`src/rtl/odometer_scan_pkg.sv`:
```
// Shared definitions for the odometer scan host.
//   state_t         : controller FSM states
//   *_DEF           : default chain lengths / timing
//   max_i()         : elaboration-time max helper for counter sizing
package odometer_scan_pkg;

    typedef enum logic [2:0] {
        IDLE,
        SHIFT_IN,
        LOAD_P,
        MEAS,
        GAP,
        SHIFT_OUT,
        FIN
    } state_t;

    localparam int CFG_W_DEF    = 16;
    localparam int OUT_W_DEF    = 32;
    localparam int DIV_DEF      = 4;
    localparam int MEAS_CYC_DEF = 1024;

    function automatic int max_i(input int a, input int b);
        return (a > b) ? a : b;
    endfunction

endpackage

```
`src/rtl/odometer_scan_host_if.sv`:
```
// Host-side handshake bundle for odometer_scan_host.
//   START_REQ/CFG_DATA          : request from the host (master)
//   BUSY/DONE/RD_DATA/CHK_ERR   : status and result from the controller (slave)
interface odometer_scan_host_if
    import odometer_scan_pkg::*;
#(
    parameter int CFG_W = CFG_W_DEF,
    parameter int OUT_W = OUT_W_DEF
);
    logic             START_REQ;
    logic [CFG_W-1:0] CFG_DATA;
    logic             BUSY;
    logic             DONE;
    logic [OUT_W-1:0] RD_DATA;
    logic             CHK_ERR;

    modport master (output START_REQ, CFG_DATA, input BUSY, DONE, RD_DATA, CHK_ERR);
    modport slave  (input START_REQ, CFG_DATA, output BUSY, DONE, RD_DATA, CHK_ERR);
endinterface

```
`src/rtl/odometer_scan_clkgen.sv`:
```
// Phase counter for the scan controller.
//   CLK, RESETB : clock, async active-low reset
//   restart     : reload phase to 0 on the next edge (slot end / state entry)
//   phase       : current phase count
//   slot_wrap   : last cycle of a 2*DIV bit slot (next cycle starts a new slot)
//   pre_rise    : last low cycle of a slot; data sampling point
//   sclk_nxt    : scan clock level for the next cycle (low first DIV, high last DIV)
module odometer_scan_clkgen #(
    parameter int DIV  = 4,
    parameter int PH_W = 11
) (
    input  logic            CLK,
    input  logic            RESETB,
    input  logic            restart,
    output logic [PH_W-1:0] phase,
    output logic            slot_wrap,
    output logic            pre_rise,
    output logic            sclk_nxt
);
    logic [PH_W-1:0] phase_nxt;

    assign phase_nxt = restart ? '0 : phase + PH_W'(1);

    always_ff @(posedge CLK or negedge RESETB) begin
        if (!RESETB) phase <= '0;
        else         phase <= phase_nxt;
    end

    assign pre_rise  = (phase == PH_W'(DIV - 1));
    assign slot_wrap = (phase == PH_W'(2 * DIV - 1));
    // The pins are registered by the caller, so it needs next cycle's level.
    assign sclk_nxt  = (phase_nxt >= PH_W'(DIV));
endmodule

```
`src/rtl/odometer_scan_host.sv`:
```
// Host-side scan controller for the odometer aging sensor.
// Sequence: scan CFG_DATA in (MSB first), pulse LOAD, hold MEAS_TRIG for
// MEAS_CYC cycles, settle, scan OUT_W bits out into RD_DATA, pulse DONE.
//   CLK, RESETB          : clock, async active-low reset
//   bus (slave)          : START_REQ/CFG_DATA in, BUSY/DONE/RD_DATA/CHK_ERR out
//   SCANIN_DIN/CLK, LOAD, MEAS_TRIG, SCANOUT_CLK : odometer control pins (registered)
//   SCANOUT_DOUT         : odometer readout chain data
//   SCANIN_DOUT          : scan-in chain tail, used only with SCANIN_CHECK_EN
// Optional feature macro: SCANIN_CHECK_EN (scan-in loopback check drives CHK_ERR).
module odometer_scan_host
    import odometer_scan_pkg::*;
#(
    parameter int CFG_W    = CFG_W_DEF,
    parameter int OUT_W    = OUT_W_DEF,
    parameter int DIV      = DIV_DEF,
    parameter int MEAS_CYC = MEAS_CYC_DEF
) (
    input  logic CLK,
    input  logic RESETB,
    odometer_scan_host_if.slave bus,
    output logic SCANIN_DIN,
    output logic SCANIN_CLK,
    output logic LOAD,
    output logic MEAS_TRIG,
    output logic SCANOUT_CLK,
    input  logic SCANOUT_DOUT,
    input  logic SCANIN_DOUT
);
    localparam int BC_W = $clog2(max_i(CFG_W, OUT_W) + 1);
    localparam int PH_W = $clog2(max_i(2 * DIV, MEAS_CYC) + 1);
    localparam logic [BC_W-1:0] CFG_LAST  = BC_W'(CFG_W - 1);
    localparam logic [BC_W-1:0] OUT_LAST  = BC_W'(OUT_W - 1);
    localparam logic [PH_W-1:0] MEAS_LAST = PH_W'(MEAS_CYC - 1);

    state_t           state;
    logic [BC_W-1:0]  bit_cnt;
    logic [CFG_W-1:0] cfg_sr;
    logic [OUT_W-1:0] out_sr;
    logic [OUT_W-1:0] rd_data_q;
    logic             busy_q, done_q;
    logic [PH_W-1:0]  phase;
    logic             restart, slot_wrap, pre_rise, sclk_nxt;

    odometer_scan_clkgen #(.DIV(DIV), .PH_W(PH_W)) u_clkgen (
        .CLK      (CLK),
        .RESETB   (RESETB),
        .restart  (restart),
        .phase    (phase),
        .slot_wrap(slot_wrap),
        .pre_rise (pre_rise),
        .sclk_nxt (sclk_nxt)
    );

    // Phase restarts at every slot end and every state change, so each
    // state starts counting from 0 and the counter never wraps.
    always_comb begin
        restart = 1'b1;
        case (state)
            SHIFT_IN, LOAD_P, GAP, SHIFT_OUT: restart = slot_wrap;
            MEAS:                             restart = (phase == MEAS_LAST);
            default:                          restart = 1'b1;
        endcase
    end

`ifdef SCANIN_CHECK_EN
    // chk_sr holds the previous configuration word; the chain tail should
    // replay it MSB first while the new word is shifted in.
    logic [CFG_W-1:0] chk_sr;
    logic             chk_on, primed, chk_err_q;
    assign bus.CHK_ERR = chk_err_q;
`else
    logic unused_scanin_dout;
    assign unused_scanin_dout = SCANIN_DOUT;
    assign bus.CHK_ERR = 1'b0;
`endif

    assign bus.BUSY    = busy_q;
    assign bus.DONE    = done_q;
    assign bus.RD_DATA = rd_data_q;

    always_ff @(posedge CLK or negedge RESETB) begin
        if (!RESETB) begin
            state       <= IDLE;
            bit_cnt     <= '0;
            cfg_sr      <= '0;
            out_sr      <= '0;
            rd_data_q   <= '0;
            busy_q      <= 1'b0;
            done_q      <= 1'b0;
            SCANIN_DIN  <= 1'b0;
            SCANIN_CLK  <= 1'b0;
            LOAD        <= 1'b0;
            MEAS_TRIG   <= 1'b0;
            SCANOUT_CLK <= 1'b0;
`ifdef SCANIN_CHECK_EN
            chk_sr      <= '0;
            chk_on      <= 1'b0;
            primed      <= 1'b0;
            chk_err_q   <= 1'b0;
`endif
        end else begin
            done_q <= 1'b0;
            case (state)
                IDLE: begin
                    if (bus.START_REQ) begin
                        state      <= SHIFT_IN;
                        bit_cnt    <= '0;
                        cfg_sr     <= bus.CFG_DATA;
                        SCANIN_DIN <= bus.CFG_DATA[CFG_W-1];
                        busy_q     <= 1'b1;
`ifdef SCANIN_CHECK_EN
                        chk_sr     <= cfg_sr;
                        chk_on     <= primed;
                        primed     <= 1'b1;
                        chk_err_q  <= 1'b0;
`endif
                    end
                end
                SHIFT_IN: begin
                    SCANIN_CLK <= sclk_nxt;
`ifdef SCANIN_CHECK_EN
                    if (pre_rise) begin
                        if (chk_on && (SCANIN_DOUT != chk_sr[CFG_W-1])) chk_err_q <= 1'b1;
                        chk_sr <= {chk_sr[CFG_W-2:0], 1'b0};
                    end
`endif
                    if (slot_wrap) begin
                        // Rotate so the word is intact again after CFG_W
                        // slots; it becomes the reference for the next run.
                        cfg_sr <= {cfg_sr[CFG_W-2:0], cfg_sr[CFG_W-1]};
                        if (bit_cnt == CFG_LAST) begin
                            state      <= LOAD_P;
                            LOAD       <= 1'b1;
                            SCANIN_DIN <= 1'b0;
                        end else begin
                            bit_cnt    <= bit_cnt + BC_W'(1);
                            SCANIN_DIN <= cfg_sr[CFG_W-2];
                        end
                    end
                end
                LOAD_P: begin
                    if (slot_wrap) begin
                        state     <= MEAS;
                        LOAD      <= 1'b0;
                        MEAS_TRIG <= 1'b1;
                    end
                end
                MEAS: begin
                    if (restart) begin
                        state     <= GAP;
                        MEAS_TRIG <= 1'b0;
                    end
                end
                GAP: begin
                    if (slot_wrap) begin
                        state   <= SHIFT_OUT;
                        bit_cnt <= '0;
                    end
                end
                SHIFT_OUT: begin
                    SCANOUT_CLK <= sclk_nxt;
                    if (pre_rise) out_sr <= {out_sr[OUT_W-2:0], SCANOUT_DOUT};
                    if (slot_wrap) begin
                        if (bit_cnt == OUT_LAST) begin
                            state     <= FIN;
                            rd_data_q <= out_sr;
                            done_q    <= 1'b1;
                        end else begin
                            bit_cnt <= bit_cnt + BC_W'(1);
                        end
                    end
                end
                FIN: begin
                    state  <= IDLE;
                    busy_q <= 1'b0;
                end
                default: state <= IDLE;
            endcase
        end
    end
endmodule

```
`src/flat_wrapper.sv`:
```
// flat-port wrapper written by rule: the top's interface ports become plain ports
module odometer_scan_host_flat import odometer_scan_pkg::*;
#(
    parameter int CFG_W    = CFG_W_DEF,
    parameter int OUT_W    = OUT_W_DEF,
    parameter int DIV      = DIV_DEF,
    parameter int MEAS_CYC = MEAS_CYC_DEF
)
  (CLK, RESETB, SCANIN_DIN, SCANIN_CLK, LOAD, MEAS_TRIG, SCANOUT_CLK, SCANOUT_DOUT, SCANIN_DOUT, bus_START_REQ, bus_CFG_DATA, bus_BUSY, bus_DONE, bus_RD_DATA, bus_CHK_ERR);
  odometer_scan_host_if #(.CFG_W(CFG_W), .OUT_W(OUT_W)) bus_i ();
  input  logic CLK;
  input  logic RESETB;
  output logic SCANIN_DIN;
  output logic SCANIN_CLK;
  output logic LOAD;
  output logic MEAS_TRIG;
  output logic SCANOUT_CLK;
  input  logic SCANOUT_DOUT;
  input  logic SCANIN_DOUT;
  input wire logic [$bits(bus_i.START_REQ)-1:0] bus_START_REQ;
  input wire logic [$bits(bus_i.CFG_DATA)-1:0] bus_CFG_DATA;
  output wire logic [$bits(bus_i.BUSY)-1:0] bus_BUSY;
  output wire logic [$bits(bus_i.DONE)-1:0] bus_DONE;
  output wire logic [$bits(bus_i.RD_DATA)-1:0] bus_RD_DATA;
  output wire logic [$bits(bus_i.CHK_ERR)-1:0] bus_CHK_ERR;
  assign bus_i.START_REQ = bus_START_REQ;
  assign bus_i.CFG_DATA = bus_CFG_DATA;
  assign bus_BUSY = bus_i.BUSY;
  assign bus_DONE = bus_i.DONE;
  assign bus_RD_DATA = bus_i.RD_DATA;
  assign bus_CHK_ERR = bus_i.CHK_ERR;
  odometer_scan_host #(.CFG_W(CFG_W), .OUT_W(OUT_W), .DIV(DIV), .MEAS_CYC(MEAS_CYC)) u_core (.CLK(CLK), .RESETB(RESETB), .bus(bus_i), .SCANIN_DIN(SCANIN_DIN), .SCANIN_CLK(SCANIN_CLK), .LOAD(LOAD), .MEAS_TRIG(MEAS_TRIG), .SCANOUT_CLK(SCANOUT_CLK), .SCANOUT_DOUT(SCANOUT_DOUT), .SCANIN_DOUT(SCANIN_DOUT));
endmodule
```
`config.mk`:
```
export PLATFORM = sky130hd
export DESIGN_NAME = odometer_scan_host_flat
export DESIGN_NICKNAME = d
export VERILOG_FILES = /design/src/rtl/odometer_scan_pkg.sv /design/src/rtl/odometer_scan_host_if.sv /design/src/rtl/odometer_scan_clkgen.sv /design/src/rtl/odometer_scan_host.sv /design/src/flat_wrapper.sv
export SDC_FILE = /design/constraint.sdc
export NUM_CORES = 1
export LEC_CHECK = 0
export BUFFER_PORTS_ARGS = -buffer_cell sky130_fd_sc_hd__buf_2
export CORE_MARGIN = 3
export CORE_UTILIZATION = 43
export CTS_BUF_LIST = sky130_fd_sc_hd__clkbuf_16
export CTS_CLUSTER_SIZE = 28
export DETAILED_ROUTE_END_ITERATION = 10
export SETUP_SLACK_MARGIN = 0.15
export SLEW_MARGIN = 20
export SYNTH_ARGS = -nofsm -noshare
export SYNTH_HDL_FRONTEND = slang
export SYNTH_SLANG_ARGS = --single-unit
export TNS_END_PERCENT = 100
```
`constraint.sdc`:
```
create_clock -name CLK -period 3.4 [get_ports CLK]
set_clock_uncertainty 0.2 [all_clocks]
set_input_delay 0.17 -clock CLK [delete_from_list [all_inputs] [get_ports CLK]]
set_output_delay 0.17 -clock CLK [all_outputs]
set_load 0.03 [all_outputs]
```
## Word level (Yosys, flattened, before mapping)

Index checks and enable logic that the tools add are counted.

| word-level totals | value |
|---|---|
| input bits | 21 |
| register bits | 107 |
| word-level logic and storage cells | 89 |

| cells by class | value |
|---|---|
| equal/unequal tests | 21 |
| magnitude comparators | 1 |
| reduce and logical (&&, ||, !) cells | 15 |
| mux-type cells | 37 |
| $add $sub $neg | 2 |

Operators by type and width:

| operator | count |
|---|---|
| 6-bit two-way mux | 6 |
| 16-bit two-way mux | 2 |
| 16-bit case mux with 2 select lines | 1 |
| 3-bit two-way mux | 8 |
| 6-bit case mux with 4 select lines | 1 |
| 3-bit case mux with 6 select lines | 1 |
| 1-bit two-way mux | 12 |
| 2-bit by 1-bit inequality test with 1-bit output, second input constant | 6 |
| 11-bit by 1-bit adder with 11-bit output, second input constant | 1 |
| 11-bit by 10-bit equality test with 1-bit output, second input constant | 1 |
| 11-bit by 2-bit equality test with 1-bit output, second input constant | 1 |
| 11-bit by 3-bit equality test with 1-bit output, second input constant | 1 |
| 11-bit by 3-bit greater-or-equal comparator with 1-bit output, second input constant | 1 |
| 11-bit two-way mux | 1 |
| 1-bit case mux with 2 select lines | 5 |
| 3-bit equality test, second input constant | 3 |
| 3-bit AND reduction | 3 |
| 2-bit inequality test, second input constant | 4 |
| 8-bit AND reduction | 1 |
| 2-bit nonzero test | 4 |
| 7-bit AND reduction | 1 |
| 6-bit by 1-bit adder with 6-bit output, second input constant | 1 |
| 3-bit by 2-bit equality test with 1-bit output, second input constant | 2 |
| 6-bit by 4-bit equality test with 1-bit output, second input constant | 1 |
| 7 further kinds | 8 |

## Logic depth before layout (Yosys ltp)

Gate-level depths: netlist of run 1.

| logic depth | value |
|---|---|
| depth after elaboration | 5 |
| depth in mapped cells | 9 |

## By module

Synthesis of run 1 repeated with hierarchy kept, for this count alone.

| unflattened totals | value |
|---|---|
| cells, all modules | 387 |
| area total of the unflattened synthesis | 4734.5 um^2 |

By module, submodules not included:

| module | times used | seq. area each (um^2) | cells each | area each (um^2) |
|---|---|---|---|---|
| odometer_scan_host | 1 | 2402.3 | 311 | 4051.4 |
| odometer_scan_clkgen | 1 | 275.3 | 76 | 683.2 |

## Least setup slack after synthesis of run 1

No wires, ideal clock.

| path | value |
|---|---|
| kind | register to register |
| start | reg u_core.u_clkgen.phase[0] |
| end | reg u_core.cfg_sr[10] |
| library setup time | 0.125 ns |
| buffers on the path | 3 |
| stages on the path, launching flop included | 10 |
| clock period less this slack | 2.399 ns |
| arrival time | 2.074 ns |
| path slack | 1.001 ns |
| cell sequence | dfrtp_1 > ha_1 > buf_2 > and2_1 > and4_1 > buf_4 > nand2_4 > a211oi_4 > buf_8 > mux2_4 |

| between the ends | value |
|---|---|
| word-level cells in the longest chain between the ends | 3 |

Ends and longest elaborated chain:

| element | RTL line | RTL |
|---|---|---|
| start: declaration | odometer_scan_clkgen.sv:15 | `output logic [PH_W-1:0] phase,` |
| start signal: assignment | odometer_scan_clkgen.sv:26 | `else phase <= phase_nxt;` |
| 11-bit by 3-bit equality test with 1-bit output | odometer_scan_clkgen.sv:30 | `assign slot_wrap = (phase == PH_W'(2 * DIV - 1));` |
| 2-bit by 1-bit inequality test with 1-bit output (no source line) | - |  |
| 3-bit AND reduction (no source line) | - |  |
| end signal: assignment | odometer_scan_host.sv:108 | `cfg_sr <= bus.CFG_DATA;` |
| end signal: assignment | odometer_scan_host.sv:130 | `cfg_sr <= {cfg_sr[CFG_W-2:0], cfg_sr[CFG_W-1]};` |
| end: declaration | odometer_scan_host.sv:37 | `logic [CFG_W-1:0] cfg_sr;` |

No other way between the ends.
A chain may end at the register's enable or synchronous reset.

## Final worst setup path of run 1

| path | value |
|---|---|
| start | reg u_core.u_clkgen.phase[0] |
| end | reg u_core.SCANIN_CLK |

| between the ends | value |
|---|---|
| word-level cells in the longest chain between the ends | 4 |
| elaborated cells between the ends (all ways) | 6 |

Ends and longest elaborated chain:

| element | RTL line | RTL |
|---|---|---|
| parallel branches: the longest is 2 deep, another holds 11-bit by 1-bit adder with 11-bit output | - |  |
| 11-bit two-way mux * | odometer_scan_clkgen.sv:22 | `assign phase_nxt = restart ? '0 : phase + PH_W'(1);` |
| 11-bit by 3-bit greater-or-equal comparator with 1-bit output * | odometer_scan_clkgen.sv:32 | `assign sclk_nxt = (phase_nxt >= PH_W'(DIV));` |
| end signal: assignment | odometer_scan_host.sv:120 | `SCANIN_CLK <= sclk_nxt;` |
| end: declaration | odometer_scan_host.sv:22 | `output logic SCANIN_CLK,` |

Every way passes the cells marked *.

==> metrics.txt, run 1 <==
# TYPE chip_impl_metric gauge
chip_impl_metric{name="source_to_sink_clock_delay_at_the_later_pin_of_the_worst_skew_pair",unit="ps"} 340
chip_impl_metric{name="detailedPlacementHpwl",unit="mm"} 5.60
chip_impl_metric{name="cts_made_buffers",unit=""} 9
chip_impl_metric{name="synth_area_per_cell",unit="um^2"} 12.3
chip_impl_info{name="ys.flop_type",value="sky130_fd_sc_hd__dfrtp_1"} 1
chip_impl_info{name="crit_path_end_kind",value="flop"} 1
chip_impl_info{name="endpoint",value="u_core.SCANIN_CLK"} 1
chip_impl_metric{name="crit_arrival",unit="ps"} 2710
chip_impl_metric{name="worst-r2r-cell-count",unit=""} 5
chip_impl_metric{name="avgViaCountPerCell",unit=""} 5.15
chip_impl_metric{name="synth.yosys.seq_area_share",unit="%"} 56.3
chip_impl_metric{name="portBuffers",unit=""} 58
chip_impl_info{name="rsz_0062_raised_after_global_routing",value="no"} 1
chip_impl_metric{name="timing.max_slew.rel_slack",unit="%"} 44.4
chip_impl_metric{name="place_congestion",unit=""} 0.839
chip_impl_metric{name="clock_sink_count",unit=""} 107
chip_impl_metric{name="clk_pin_slew_worst_paths",unit="ps"} 70
chip_impl_metric{name="htree_levels",unit=""} 3
chip_impl_metric{name="ys.warnings.count",unit=""} 0
chip_impl_metric{name="async_reset_ff_share",unit="%"} 100
chip_impl_info{name="reg2reg_to",value="u_core.SCANIN_CLK"} 1
chip_impl_metric{name="cts_setup_buffers",unit=""} 0
chip_impl_metric{name="drt-pass1-iter-count",unit=""} 4
chip_impl_metric{name="routed-via-count",unit=""} 3077
chip_impl_metric{name="io_pins",unit=""} 61
chip_impl_metric{name="drv_slew",unit=""} 0
chip_impl_metric{name="ir_worst_vdd",unit="mV"} 0.217
chip_impl_metric{name="global_route.overflow_total",unit=""} 0
chip_impl_metric{name="initial_core_util",unit="%"} 45.0
chip_impl_metric{name="synthesis_to_finish_area_growth",unit="%"} 17.8
chip_impl_metric{name="power_per_cell_area",unit="nW/um^2"} 414
chip_impl_metric{name="timing.critical_path.slowest_cell_delay",unit="ps"} 640
chip_impl_metric{name="final_core_utilization",unit="%"} 53.1
chip_impl_metric{name="seqCellArea",unit="um^2"} 2680
chip_impl_info{name="cp_top_family",value="simple AND/OR/NAND/NOR gates"} 1
chip_impl_metric{name="design.die.area",unit="um^2"} 12400
chip_impl_metric{name="groute.usage.overall",unit="%"} 14.6
chip_impl_info{name="critPathKind",value="reg -> reg"} 1
chip_impl_metric{name="worstPathBufferInverterCount",unit=""} 0
chip_impl_metric{name="dr.first_iter.drc_count",unit=""} 189
chip_impl_info{name="crit_path_cell_trace",value="ha_1 > nand4_1 > or4_1 > a32oi_2 > o31ai_1"} 1
chip_impl_info{name="startpoint",value="u_core.u_clkgen.phase[0]"} 1
chip_impl_metric{name="floorplan.core_area",unit="um^2"} 10600
chip_impl_metric{name="post_route_cells_drive_above_1_share",unit="%"} 35.9
chip_impl_metric{name="layout_worst_path_cycle_share",unit="%"} 80.1
chip_impl_info{name="outcome",value="finished clean"} 1
chip_impl_metric{name="ys_seq_elements",unit=""} 107
chip_impl_info{name="cts-root-buf",value="sky130_fd_sc_hd__clkbuf_16"} 1
chip_impl_metric{name="critical_path_required",unit="ps"} 3390
chip_impl_metric{name="cap_violations",unit=""} 0
chip_impl_metric{name="ctsLongestPathBuffers",unit=""} 2
chip_impl_metric{name="floorplan.die.width",unit="um"} 111
chip_impl_metric{name="num-nets-final",unit=""} 481
chip_impl_metric{name="finalSetupViolations",unit=""} 0
chip_impl_metric{name="critical_path_cell_count",unit=""} 5
chip_impl_metric{name="mappedNetlistNets",unit=""} 411
chip_impl_metric{name="rrSetupSlack",unit="ps"} 680
chip_impl_metric{name="grt_pass1_wl",unit="mm"} 15.0
chip_impl_metric{name="multi_input_comb_area",unit="um^2"} 1940
chip_impl_metric{name="die_y",unit="um"} 111
chip_impl_metric{name="drt.antenna.violating_nets",unit=""} 0
chip_impl_metric{name="final.min_clock_period",unit="ps"} 2720
chip_impl_metric{name="critical_path_fanouts_max",unit=""} 13
chip_impl_metric{name="hold_viol",unit=""} 0
chip_impl_metric{name="drc",unit=""} 0
chip_impl_metric{name="wirelength",unit="mm"} 8.61
chip_impl_metric{name="grt_max_degree",unit=""} 68
chip_impl_info{name="crit-reg2reg-launch",value="u_core.u_clkgen.phase[0]"} 1
chip_impl_metric{name="antenna_found_initial",unit=""} 0
chip_impl_metric{name="fillCellCount",unit=""} 936
chip_impl_metric{name="fmax",unit="MHz"} 367
chip_impl_metric{name="via_count_of_the_first_global_routing_pass",unit=""} 3093
chip_impl_metric{name="num_antenna_cells",unit=""} 0
chip_impl_metric{name="worstMarginPinSlew",unit="ps"} 834
chip_impl_info{name="hold_path_class",value="in -> reg"} 1
chip_impl_metric{name="whs_path_depth",unit=""} 4
chip_impl_info{name="cts_tree",value="done"} 1
chip_impl_metric{name="synth.distinct_cells",unit=""} 48
chip_impl_info{name="critical_path.slowest_cell",value="sky130_fd_sc_hd__a32oi_2"} 1
chip_impl_metric{name="number_of_cell_rows",unit=""} 37
chip_impl_metric{name="p_leak",unit="nW"} 2.77
chip_impl_metric{name="synth_enable_flop_cells",unit=""} 0
chip_impl_metric{name="fin_setup_tns",unit="ps"} 0
chip_impl_metric{name="synthesis.instances",unit=""} 388
chip_impl_metric{name="wl_per_cell",unit="um"} 14.4
chip_impl_metric{name="syn_area",unit="um^2"} 4750
chip_impl_info{name="start_kind",value="flop"} 1
kinds of logic (layout without fill, tap and decap cells):
group,count (synthesis),in the layout,synth area share (%)
buffers and inverters,26,100,2.95
muxes,83,83,20.4
adders and majority gates,2,2,0.526
xor gates and xnor gates,9,9,1.66
other,1,1,0.0789
DFF,107,107,56.3
AOI/OAI and AO/OA,36,36,5.55
and+or+nand+nor,124,124,12.5
stage by stage:
step	instances	hold WS, ps	setup slack [ps]	instance area [um^2]	total power [W]
final	598	139	676	5600	0.00232
after global routing	598	137	503	5600	0.00241
after detailed placement	565	130	669	5130	0.00134
after global placement	565	129	742	5130	0.00134
after CTS	598	129	669	5600	0.00235
after floorplan	388	-326	1000	4750	0.00130
synthesized netlist by cell type (all sizes together), types with 2 or more instances:
| cell type | number | area share [%] |
|---|---|---|
| dfrtp | 107 | 56 |
| mux2 | 82 | 20 |
| nand2 | 63 | 5.1 |
| nor2 | 20 | 1.6 |
| buf | 16 | 2.2 |
| nand3 | 10 | 1.1 |
| o21ai | 9 | 0.95 |
| o31ai | 8 | 1.3 |
| clkbuf | 6 | 0.47 |
| nand4 | 5 | 0.66 |
| xor2 | 5 | 0.92 |
| a21o | 4 | 0.63 |
| a21oi | 4 | 0.42 |
| inv | 4 | 0.32 |
| nor3 | 4 | 0.66 |
| xnor2 | 4 | 0.74 |
| and4 | 3 | 0.55 |
| nor2b | 3 | 0.39 |
| a31oi | 2 | 0.26 |
| a32oi | 2 | 0.53 |
| and2 | 2 | 0.26 |
| ha | 2 | 0.53 |
| nand2b | 2 | 0.26 |
| nor3b | 2 | 0.42 |
| or3 | 2 | 0.26 |
| or4 | 2 | 0.32 |
cell usage in the layout (no fill, tap or decap), types with 3 or more instances in the layout:
cell type                         n
sky130_fd_sc_hd__inv_1            4
sky130_fd_sc_hd__nor2b_1          3
sky130_fd_sc_hd__nand3_1         10
sky130_fd_sc_hd__mux2_2          72
sky130_fd_sc_hd__mux2_4          10
sky130_fd_sc_hd__a21oi_1          4
sky130_fd_sc_hd__buf_4            6
sky130_fd_sc_hd__o21ai_0          9
sky130_fd_sc_hd__nor2_1          20
sky130_fd_sc_hd__buf_2           57
sky130_fd_sc_hd__o31ai_1          8
sky130_fd_sc_hd__nand4_1          5
sky130_fd_sc_hd__a21o_1           4
sky130_fd_sc_hd__dlygate4sd3_1   18
sky130_fd_sc_hd__nand2_1         62
sky130_fd_sc_hd__and4_1           3
sky130_fd_sc_hd__nor3_1           3
sky130_fd_sc_hd__xor2_1           5
sky130_fd_sc_hd__dfrtp_1        107
sky130_fd_sc_hd__xnor2_1          4
sky130_fd_sc_hd__clkbuf_16        9
flip-flops by register name, summed over array words and instances (netlist names), 3 cells and up:
name,count
u_core.u_clkgen.phase,11
u_core.bit_cnt,6
u_core.state,3
u_core.out_sr,32
u_core.bus.RD_DATA,32
u_core.cfg_sr,16
worst min-delay path by stage:
stage	endpoint	slack (ps)	startpoint
final	u_core.state[0]	140	bus_START_REQ
after global routing	u_core.state[0]	140	bus_START_REQ
after CTS	u_core.state[0]	130	bus_START_REQ
after detailed placement	u_core.LOAD	130	RESETB
after global placement	u_core.bus.BUSY	130	RESETB
after floorplan	u_core.LOAD	-330	RESETB
per-layer routing:
layer | vias up | wire (um) | global-route usage, %
met5 | - | 0 | 0
met4 | 0 | 108 | 5.11
met3 | 11 | 342 | 2.78
met2 | 53 | 3920 | 23.0
met1 | 1522 | 4240 | 20.3
li1 | 1491 | - | -
power breakdown:
part           switching (W)  internal [W]  total [W]
logic              0.0000313     0.0000235  0.0000548
registers                  0       0.00127    0.00127
clock network       0.000482      0.000510   0.000992
total               0.000513       0.00180    0.00232
tightest hold or removal path, delay by kind of cell:
family          cells  cell delay, ps
compound gates      3             340
buf+inv             1             100
final cells by class:
cell class / instances / share of cell area (%)
Clock buffer: 9 / 4.02
Sequential cell: 107 / 47.8
Inverter: 4 / 0.268
Tap cell: 136 / 3.04
Multi-Input combinational cell: 255 / 34.7
Clock inverter: 6 / 1.09
Timing Repair Buffer: 81 / 9.11
repair_timing:
action                                  4_1_cts  5_1_grt
gates resized for setup                       0        0
endpoints found under the hold margin        83        0
hold buffers                                 18        0
endpoints found under the setup margin        0        0
(Power assumes the default switching activity.)
==> run 2, diff against run 1 <==
- ABC_AREA: default -> 1
- clock period: 3.4 -> 2.4 ns (I/O delays scaled with it)
==> metrics.txt, run 2 <==
# TYPE chip_impl_metric gauge
chip_impl_metric{name="final_core_utilization",unit="%"} 54.2
chip_impl_metric{name="num_antenna_cells",unit=""} 0
chip_impl_info{name="layout.cells.most_common",value="sky130_fd_sc_hd__nand2_1"} 1
chip_impl_metric{name="syn_area",unit="um^2"} 4710
chip_impl_metric{name="groute.usage.overall",unit="%"} 15.5
chip_impl_metric{name="rrSetupSlack",unit="ps"} 320
chip_impl_metric{name="io_pins",unit=""} 61
chip_impl_metric{name="synth_enable_flop_cells",unit=""} 0
chip_impl_metric{name="cap_violations",unit=""} 0
chip_impl_metric{name="critical_path_fanouts_max",unit=""} 11
chip_impl_metric{name="wire_length_the_detailed_router_placed_on_met1",unit="mm"} 4.51
chip_impl_metric{name="finalSetupViolations",unit=""} 0
chip_impl_info{name="crit_path_end_kind",value="flop"} 1
chip_impl_info{name="most_repeated_cell_in_the_gate_level_netlist_after_synthesis",value="sky130_fd_sc_hd__nand2_1"} 1
chip_impl_metric{name="dr.first_iter.drc_count",unit=""} 168
chip_impl_metric{name="power_per_cell_area",unit="nW/um^2"} 585
chip_impl_metric{name="wl_per_cell",unit="um"} 12.2
chip_impl_metric{name="floorplan.core_area",unit="um^2"} 10500
chip_impl_metric{name="fmax",unit="MHz"} 481
chip_impl_metric{name="ir_worst_vdd",unit="mV"} 0.478
chip_impl_info{name="layout.cells.most_common_list",value="sky130_fd_sc_hd__nand2_1 (123), sky130_fd_sc_hd__dfrtp_1 (104), sky130_fd_sc_hd__o21ai_0 (83), sky130_fd_sc_hd__inv_1 (68), sky130_fd_sc_hd__buf_2 (57)"} 1
chip_impl_metric{name="placedInstanceArea",unit="um^2"} 5150
chip_impl_metric{name="cts_made_buffers",unit=""} 9
chip_impl_metric{name="post_route_cells_drive_above_1_share",unit="%"} 19.1
chip_impl_metric{name="drt-pass1-iter-count",unit=""} 4
chip_impl_metric{name="die_y",unit="um"} 111
chip_impl_metric{name="critical_path_required",unit="ps"} 2430
chip_impl_metric{name="dr_wl_met2",unit="mm"} 4.03
chip_impl_metric{name="hold_viol",unit=""} 0
chip_impl_metric{name="async_reset_ff_share",unit="%"} 100
chip_impl_info{name="cts_tree",value="done"} 1
chip_impl_info{name="cts-root-buf",value="sky130_fd_sc_hd__clkbuf_16"} 1
chip_impl_metric{name="via_count_of_the_first_global_routing_pass",unit=""} 3336
chip_impl_metric{name="clk_pin_slew_worst_paths",unit="ps"} 70
chip_impl_metric{name="portBuffers",unit=""} 58
chip_impl_metric{name="final_design_area_no_fill",unit="um^2"} 5700
chip_impl_metric{name="fin_setup_tns",unit="ps"} 0
chip_impl_metric{name="ys_seq_elements",unit=""} 107
chip_impl_metric{name="p_leak",unit="nW"} 2.84
chip_impl_metric{name="design.die.area",unit="um^2"} 12200
chip_impl_metric{name="wirelength",unit="mm"} 9.08
chip_impl_metric{name="mappedNetlistNets",unit=""} 545
chip_impl_info{name="hold_path_class",value="in -> async"} 1
chip_impl_info{name="rsz_0062_raised_after_global_routing",value="no"} 1
chip_impl_metric{name="drv_slew",unit=""} 0
chip_impl_metric{name="drt.antenna.violating_nets",unit=""} 0
chip_impl_info{name="ys.flop_type",value="sky130_fd_sc_hd__dfrtp_1"} 1
chip_impl_info{name="critPathKind",value="reg -> reg"} 1
chip_impl_info{name="topRoutingLayerUsed",value="met4"} 1
chip_impl_metric{name="layout_worst_path_cycle_share",unit="%"} 86.6
chip_impl_metric{name="drc",unit=""} 0
chip_impl_metric{name="synth_area_per_cell",unit="um^2"} 9.02
chip_impl_metric{name="synth.yosys.seq_area_share",unit="%"} 56.9
chip_impl_metric{name="num-nets-final",unit=""} 625
chip_impl_metric{name="initial_core_util",unit="%"} 44.8
chip_impl_info{name="start_kind",value="flop"} 1
chip_impl_metric{name="synth.distinct_cells",unit=""} 40
chip_impl_info{name="outcome",value="finished clean"} 1
chip_impl_metric{name="worstMarginPinSlew",unit="ps"} 648
chip_impl_metric{name="floorplan.die.width",unit="um"} 111
chip_impl_metric{name="grt_pass1_wl",unit="mm"} 15.8
chip_impl_metric{name="grt_max_degree",unit=""} 65
chip_impl_metric{name="avgViaCountPerCell",unit=""} 4.84
chip_impl_metric{name="source_to_sink_clock_delay_at_the_later_pin_of_the_worst_skew_pair",unit="ps"} 340
chip_impl_metric{name="synthesis_to_finish_area_growth",unit="%"} 21.0
chip_impl_metric{name="final.min_clock_period",unit="ps"} 2080
chip_impl_metric{name="synth_largest_type_area_fraction",unit="%"} 56.9
chip_impl_info{name="dominant_cells_by_area_after_synthesis",value="sky130_fd_sc_hd__dfrtp_1 (57%), sky130_fd_sc_hd__nand2_1 (9.8%), sky130_fd_sc_hd__o21ai_0 (8.8%)"} 1
chip_impl_metric{name="ctsLongestPathBuffers",unit=""} 2
chip_impl_metric{name="htree_levels",unit=""} 3
chip_impl_metric{name="hold-worst-slack",unit="ps"} 135
chip_impl_metric{name="global_route.overflow_total",unit=""} 0
chip_impl_metric{name="detailedPlacementHpwl",unit="mm"} 5.87
chip_impl_metric{name="place_congestion",unit=""} 0.823
chip_impl_metric{name="ys.warnings.count",unit=""} 0
chip_impl_info{name="yosys-top-cells-count",value="sky130_fd_sc_hd__nand2_1 (123), sky130_fd_sc_hd__dfrtp_1 (107), sky130_fd_sc_hd__o21ai_0 (83)"} 1
chip_impl_metric{name="crit_arrival",unit="ps"} 2110
chip_impl_metric{name="timing.max_slew.rel_slack",unit="%"} 56.6
chip_impl_metric{name="number_of_cell_rows",unit=""} 37
chip_impl_metric{name="clock_sink_count",unit=""} 107
chip_impl_metric{name="synthesis.instances",unit=""} 522
chip_impl_metric{name="antenna_found_initial",unit=""} 0
chip_impl_metric{name="routed-via-count",unit=""} 3595
chip_impl_metric{name="dr_wl_met3",unit="um"} 413
chip_impl_info{name="post-synth-top-area-cell",value="sky130_fd_sc_hd__dfrtp_1"} 1
[run 2: cell count changes in the layout (fill, tap and decap cells not counted), sizes merged, moves of 6 or more]
cell,before,now
o31ai,8,2
nand2,63,126
nor2,20,32
mux2,82,1
o211ai,0,15
buf,63,72
o21ai,9,87
inv,6,75
nand3,10,21
[run 2: final cells by class]
type                            instances  area, um^2
Inverter                               73         275
Sequential cell                       107        2680
Clock inverter                          7        65.1
Tap cell                              136         170
Timing Repair Buffer                   92         636
Multi-Input combinational cell        319        1640
Clock buffer                            9         225
Fill cell                             988        4810
[run 2: worst paths after layout]
check / end / startpoint / cells after the start
setup / recovery: u_core.SCANOUT_CLK / u_core.u_clkgen.phase[1] / 12
hold / removal: u_core.bit_cnt[4] / RESETB / 3
setup reg to reg: u_core.SCANOUT_CLK / u_core.u_clkgen.phase[1] / 12
hold reg to reg: u_core.bus.RD_DATA[31] / u_core.bus.RD_DATA[31] / 2
max in group asynchronous: u_core.state[1] / RESETB / 3
min in group CLK: u_core.bus.RD_DATA[31] / u_core.bus.RD_DATA[31] / 2
[run 2: cells by family (layout without fill, tap and decap cells)]
kind of cell               count (synthesis)  count (layout)  share of synthesized area [%]
AOI/OAI and AO/OA                        116             116                           14.0
xor gates and xnor gates                   7               7                           1.30
adders and majority gates                  2               2                          0.531
buffers and inverters                     96             181                           8.55
DFF                                      107             107                           56.9
muxes                                      1               1                          0.239
other                                      1               1                         0.0796
and+or+nand+nor                          192             192                           18.5
[run 2: critical path, stage by stage (launching register included)]
cell and delay [ps]:
sky130_fd_sc_hd__dfrtp_1 370, sky130_fd_sc_hd__ha_2 230, sky130_fd_sc_hd__inv_2 60, sky130_fd_sc_hd__or2_4 260, sky130_fd_sc_hd__nor2_8 100, sky130_fd_sc_hd__nand3_1 130, sky130_fd_sc_hd__nand3_4 150, sky130_fd_sc_hd__buf_4 140
sky130_fd_sc_hd__inv_2 30, sky130_fd_sc_hd__o31ai_2 50, sky130_fd_sc_hd__nand3_2 120, sky130_fd_sc_hd__nand2_1 80, sky130_fd_sc_hd__nand2_1 50
[run 2: per-layer routing]
metal / vias up / GRT usage, %
li1: 1826 / -
met1: 1686 / 22.3
met2: 73 / 23.3
met3: 10 / 4.53
met4: 0 / 3.86
met5: - / 0
[run 2: stage by stage]
step | cells | setup WS (ps) | power [W]
finish | 743 | 321 | 0.00333
detailed placement | 701 | 161 | 0.00190
CTS | 737 | 170 | 0.00339
floorplan | 522 | 441 | 0.00184
global placement | 701 | 205 | 0.00190
global route | 743 | 152 | 0.00346
[run 2: what timing repair did]
item / 4_1_cts / 5_1_grt
endpoints found under the hold margin: 126 / 0
setup endpoints to repair: 1 / 60
buffers inserted: 0 / 6
pin swaps: 0 / 0
gates resized for setup: 1 / 4
hold buffers: 20 / 0
[run 2: power breakdown]
part | switching, W | total (W) | internal [W]
combinational | 0.0000469 | 0.0000845 | 0.0000376
clock | 0.000641 | 0.00145 | 0.000806
sequential | 0.000000413 | 0.00180 | 0.00180
==> run 3, diff against run 2 <==
- PLACE_DENSITY: default -> 0.62
==> metrics.txt, run 3 (synthesis gave the netlist of run 2 again) <==
# TYPE chip_impl_metric gauge
chip_impl_metric{name="dr.first_iter.drc_count",unit=""} 200
chip_impl_metric{name="critical_path_fanouts_max",unit=""} 9
chip_impl_metric{name="ctsLongestPathBuffers",unit=""} 2
chip_impl_metric{name="io_pins",unit=""} 61
chip_impl_metric{name="critical_path_required",unit="ps"} 2440
chip_impl_info{name="outcome",value="finished clean"} 1
chip_impl_metric{name="detailedPlacementHpwl",unit="mm"} 6.00
chip_impl_metric{name="synthesis_to_finish_area_growth",unit="%"} 20.0
chip_impl_metric{name="number_of_cell_rows",unit=""} 37
chip_impl_info{name="layout.cells.most_common_list",value="sky130_fd_sc_hd__nand2_1 (123), sky130_fd_sc_hd__dfrtp_1 (104), sky130_fd_sc_hd__o21ai_0 (83), sky130_fd_sc_hd__inv_1 (68), sky130_fd_sc_hd__buf_2 (57)"} 1
chip_impl_info{name="reg2reg_to",value="u_core.SCANOUT_CLK"} 1
chip_impl_metric{name="p_leak",unit="nW"} 2.81
chip_impl_metric{name="power_per_cell_area",unit="nW/um^2"} 592
chip_impl_metric{name="initial_core_util",unit="%"} 44.8
chip_impl_info{name="hold_path_class",value="in -> async"} 1
chip_impl_metric{name="rrSetupSlack",unit="ps"} 370
chip_impl_metric{name="placedInstanceArea",unit="um^2"} 5150
chip_impl_metric{name="finalSetupViolations",unit=""} 0
chip_impl_metric{name="fillCellCount",unit=""} 969
chip_impl_metric{name="post_route_cells_drive_above_1_share",unit="%"} 18.3
chip_impl_metric{name="cts_made_buffers",unit=""} 9
chip_impl_metric{name="drt-pass1-iter-count",unit=""} 4
chip_impl_info{name="critPathKind",value="reg -> reg"} 1
chip_impl_metric{name="design.die.area",unit="um^2"} 12200
chip_impl_metric{name="num_antenna_cells",unit=""} 0
chip_impl_info{name="crit-reg2reg-launch",value="u_core.u_clkgen.phase[1]"} 1
chip_impl_metric{name="source_to_sink_clock_delay_at_the_later_pin_of_the_worst_skew_pair",unit="ps"} 340
chip_impl_metric{name="hold-worst-slack",unit="ps"} 104
chip_impl_metric{name="crit_arrival",unit="ps"} 2060
chip_impl_metric{name="antenna_found_initial",unit=""} 0
chip_impl_metric{name="grt_max_degree",unit=""} 65
chip_impl_metric{name="floorplan.die.width",unit="um"} 111
chip_impl_metric{name="drt.antenna.violating_nets",unit=""} 0
chip_impl_metric{name="htree_levels",unit=""} 3
chip_impl_metric{name="worstMarginPinSlew",unit="ps"} 547
chip_impl_metric{name="avgViaCountPerCell",unit=""} 4.78
chip_impl_metric{name="timing.critical_path.slowest_cell_delay",unit="ps"} 370
chip_impl_metric{name="num-nets-final",unit=""} 619
chip_impl_metric{name="wl_per_cell",unit="um"} 12.2
chip_impl_metric{name="cap_violations",unit=""} 0
chip_impl_metric{name="fin_setup_tns",unit="ps"} 0
chip_impl_metric{name="ir_worst_vdd",unit="mV"} 0.366
chip_impl_metric{name="worst-r2r-cell-count",unit=""} 11
chip_impl_metric{name="wirelength",unit="mm"} 9.00
chip_impl_metric{name="routed-via-count",unit=""} 3522
chip_impl_info{name="layout.cells.most_common",value="sky130_fd_sc_hd__nand2_1"} 1
chip_impl_metric{name="grt_pass1_wl",unit="mm"} 16.1
chip_impl_metric{name="global_route.overflow_total",unit=""} 0
chip_impl_metric{name="hold_viol",unit=""} 0
chip_impl_metric{name="place_congestion",unit=""} 0.844
chip_impl_metric{name="clock_sink_count",unit=""} 107
chip_impl_metric{name="floorplan.core_area",unit="um^2"} 10500
chip_impl_metric{name="drc",unit=""} 0
chip_impl_info{name="critical_path.slowest_cell",value="sky130_fd_sc_hd__dfrtp_1"} 1
chip_impl_info{name="cts_tree",value="done"} 1
chip_impl_metric{name="fmax",unit="MHz"} 494
chip_impl_metric{name="layout_worst_path_cycle_share",unit="%"} 84.4
chip_impl_info{name="cts-root-buf",value="sky130_fd_sc_hd__clkbuf_16"} 1
chip_impl_info{name="start_kind",value="flop"} 1
chip_impl_metric{name="die_y",unit="um"} 111
chip_impl_info{name="startpoint",value="u_core.u_clkgen.phase[1]"} 1
chip_impl_metric{name="final_design_area_no_fill",unit="um^2"} 5650
chip_impl_metric{name="portBuffers",unit=""} 58
chip_impl_metric{name="timing.max_slew.rel_slack",unit="%"} 63.5
chip_impl_metric{name="final.min_clock_period",unit="ps"} 2030
chip_impl_metric{name="clk_pin_slew_worst_paths",unit="ps"} 70
chip_impl_metric{name="via_count_of_the_first_global_routing_pass",unit=""} 3534
chip_impl_info{name="crit_path_cell_trace",value="ha_2 > inv_2 > or2_4 > nor2_8 > nand3_1 > nand3_4 > nor2_1 > nor2_1 > nand3_2 > nand2_1 > nand2_1"} 1
chip_impl_metric{name="drv_slew",unit=""} 0
chip_impl_info{name="crit_path_end_kind",value="flop"} 1
chip_impl_metric{name="groute.usage.overall",unit="%"} 15.6
chip_impl_info{name="rsz_0062_raised_after_global_routing",value="no"} 1
-- run 3: cell count changes in the layout (fill, tap and decap cells not counted) --
| cell | change |
|---|---|
| sky130_fd_sc_hd__buf_4 | -5 |
| sky130_fd_sc_hd__clkinv_1 | +1 |
| sky130_fd_sc_hd__clkinv_2 | -2 |
| sky130_fd_sc_hd__clkinvlp_4 | +1 |
| sky130_fd_sc_hd__dlygate4sd3_1 | -1 |
-- run 3: what timing repair did --
action,4_1_cts,5_1_grt
endpoints found under the setup margin,0,28
resized for setup,0,5
endpoints found under the hold margin,58,0
hold buffers,19,0
setup buffers,0,1
-- run 3: report_power, final --
group          switching (W)  leakage, nW  internal (W)  total (W)
sequential       0.000000414         1.46       0.00180    0.00180
combinational      0.0000461         1.21     0.0000364  0.0000825
clock               0.000654        0.143      0.000806    0.00146
-- run 3: through the flow --
step | util (%) | worst slack (ps) | cells | total power (W)
floorplan | - | 441 | 522 | 0.00184
global placement | 49.0 | 267 | 701 | 0.00190
detailed placement | 49.0 | 196 | 701 | 0.00190
CTS | 53.6 | 191 | 736 | 0.00340
global route | 53.8 | 182 | 737 | 0.00347
finish | 53.8 | 375 | 737 | 0.00335
-- run 3: cell type report --
type / count / area (um^2) / share of cell area, %
flip-flops and latches: 107 / 2680 / 47.5
multi-input cells: 319 / 1640 / 29.1
repair buffers: 86 / 588 / 10.4
inverters: 73 / 275 / 4.87
clock buffers: 9 / 225 / 3.99
well taps: 136 / 170 / 3.01
clock inverters: 7 / 66.3 / 1.17
-- run 3: worst max path at each step --
stage / cells after the start / endpoint / slack (ps)
final: 11 / u_core.SCANOUT_CLK / 370
after detailed placement: 11 / u_core.SCANOUT_CLK / 200
after CTS: 11 / u_core.SCANOUT_CLK / 190
after global placement: 11 / u_core.SCANOUT_CLK / 270
after floorplan: 12 / u_core.SCANIN_CLK / 440
after global routing: 11 / u_core.SCANOUT_CLK / 180
-- run 3: layer usage --
metal / part of all wire (%) / track usage, % / vias to the layer above
met5: 0 / 0 / -
met4: 0.16 / 2.96 / 0
met3: 4.4 / 5.13 / 2
met2: 48 / 25.5 / 65
met1: 48 / 20.5 / 1641
li1: - / - / 1814
-- run 3: critical path: cells and delay by family, from the launching register on --
family | cells | cell delay, ps
and+or+nand+nor | 9 | 1060
DFF | 1 | 370
adders and majority gates | 1 | 230
buffers and inverters | 1 | 60
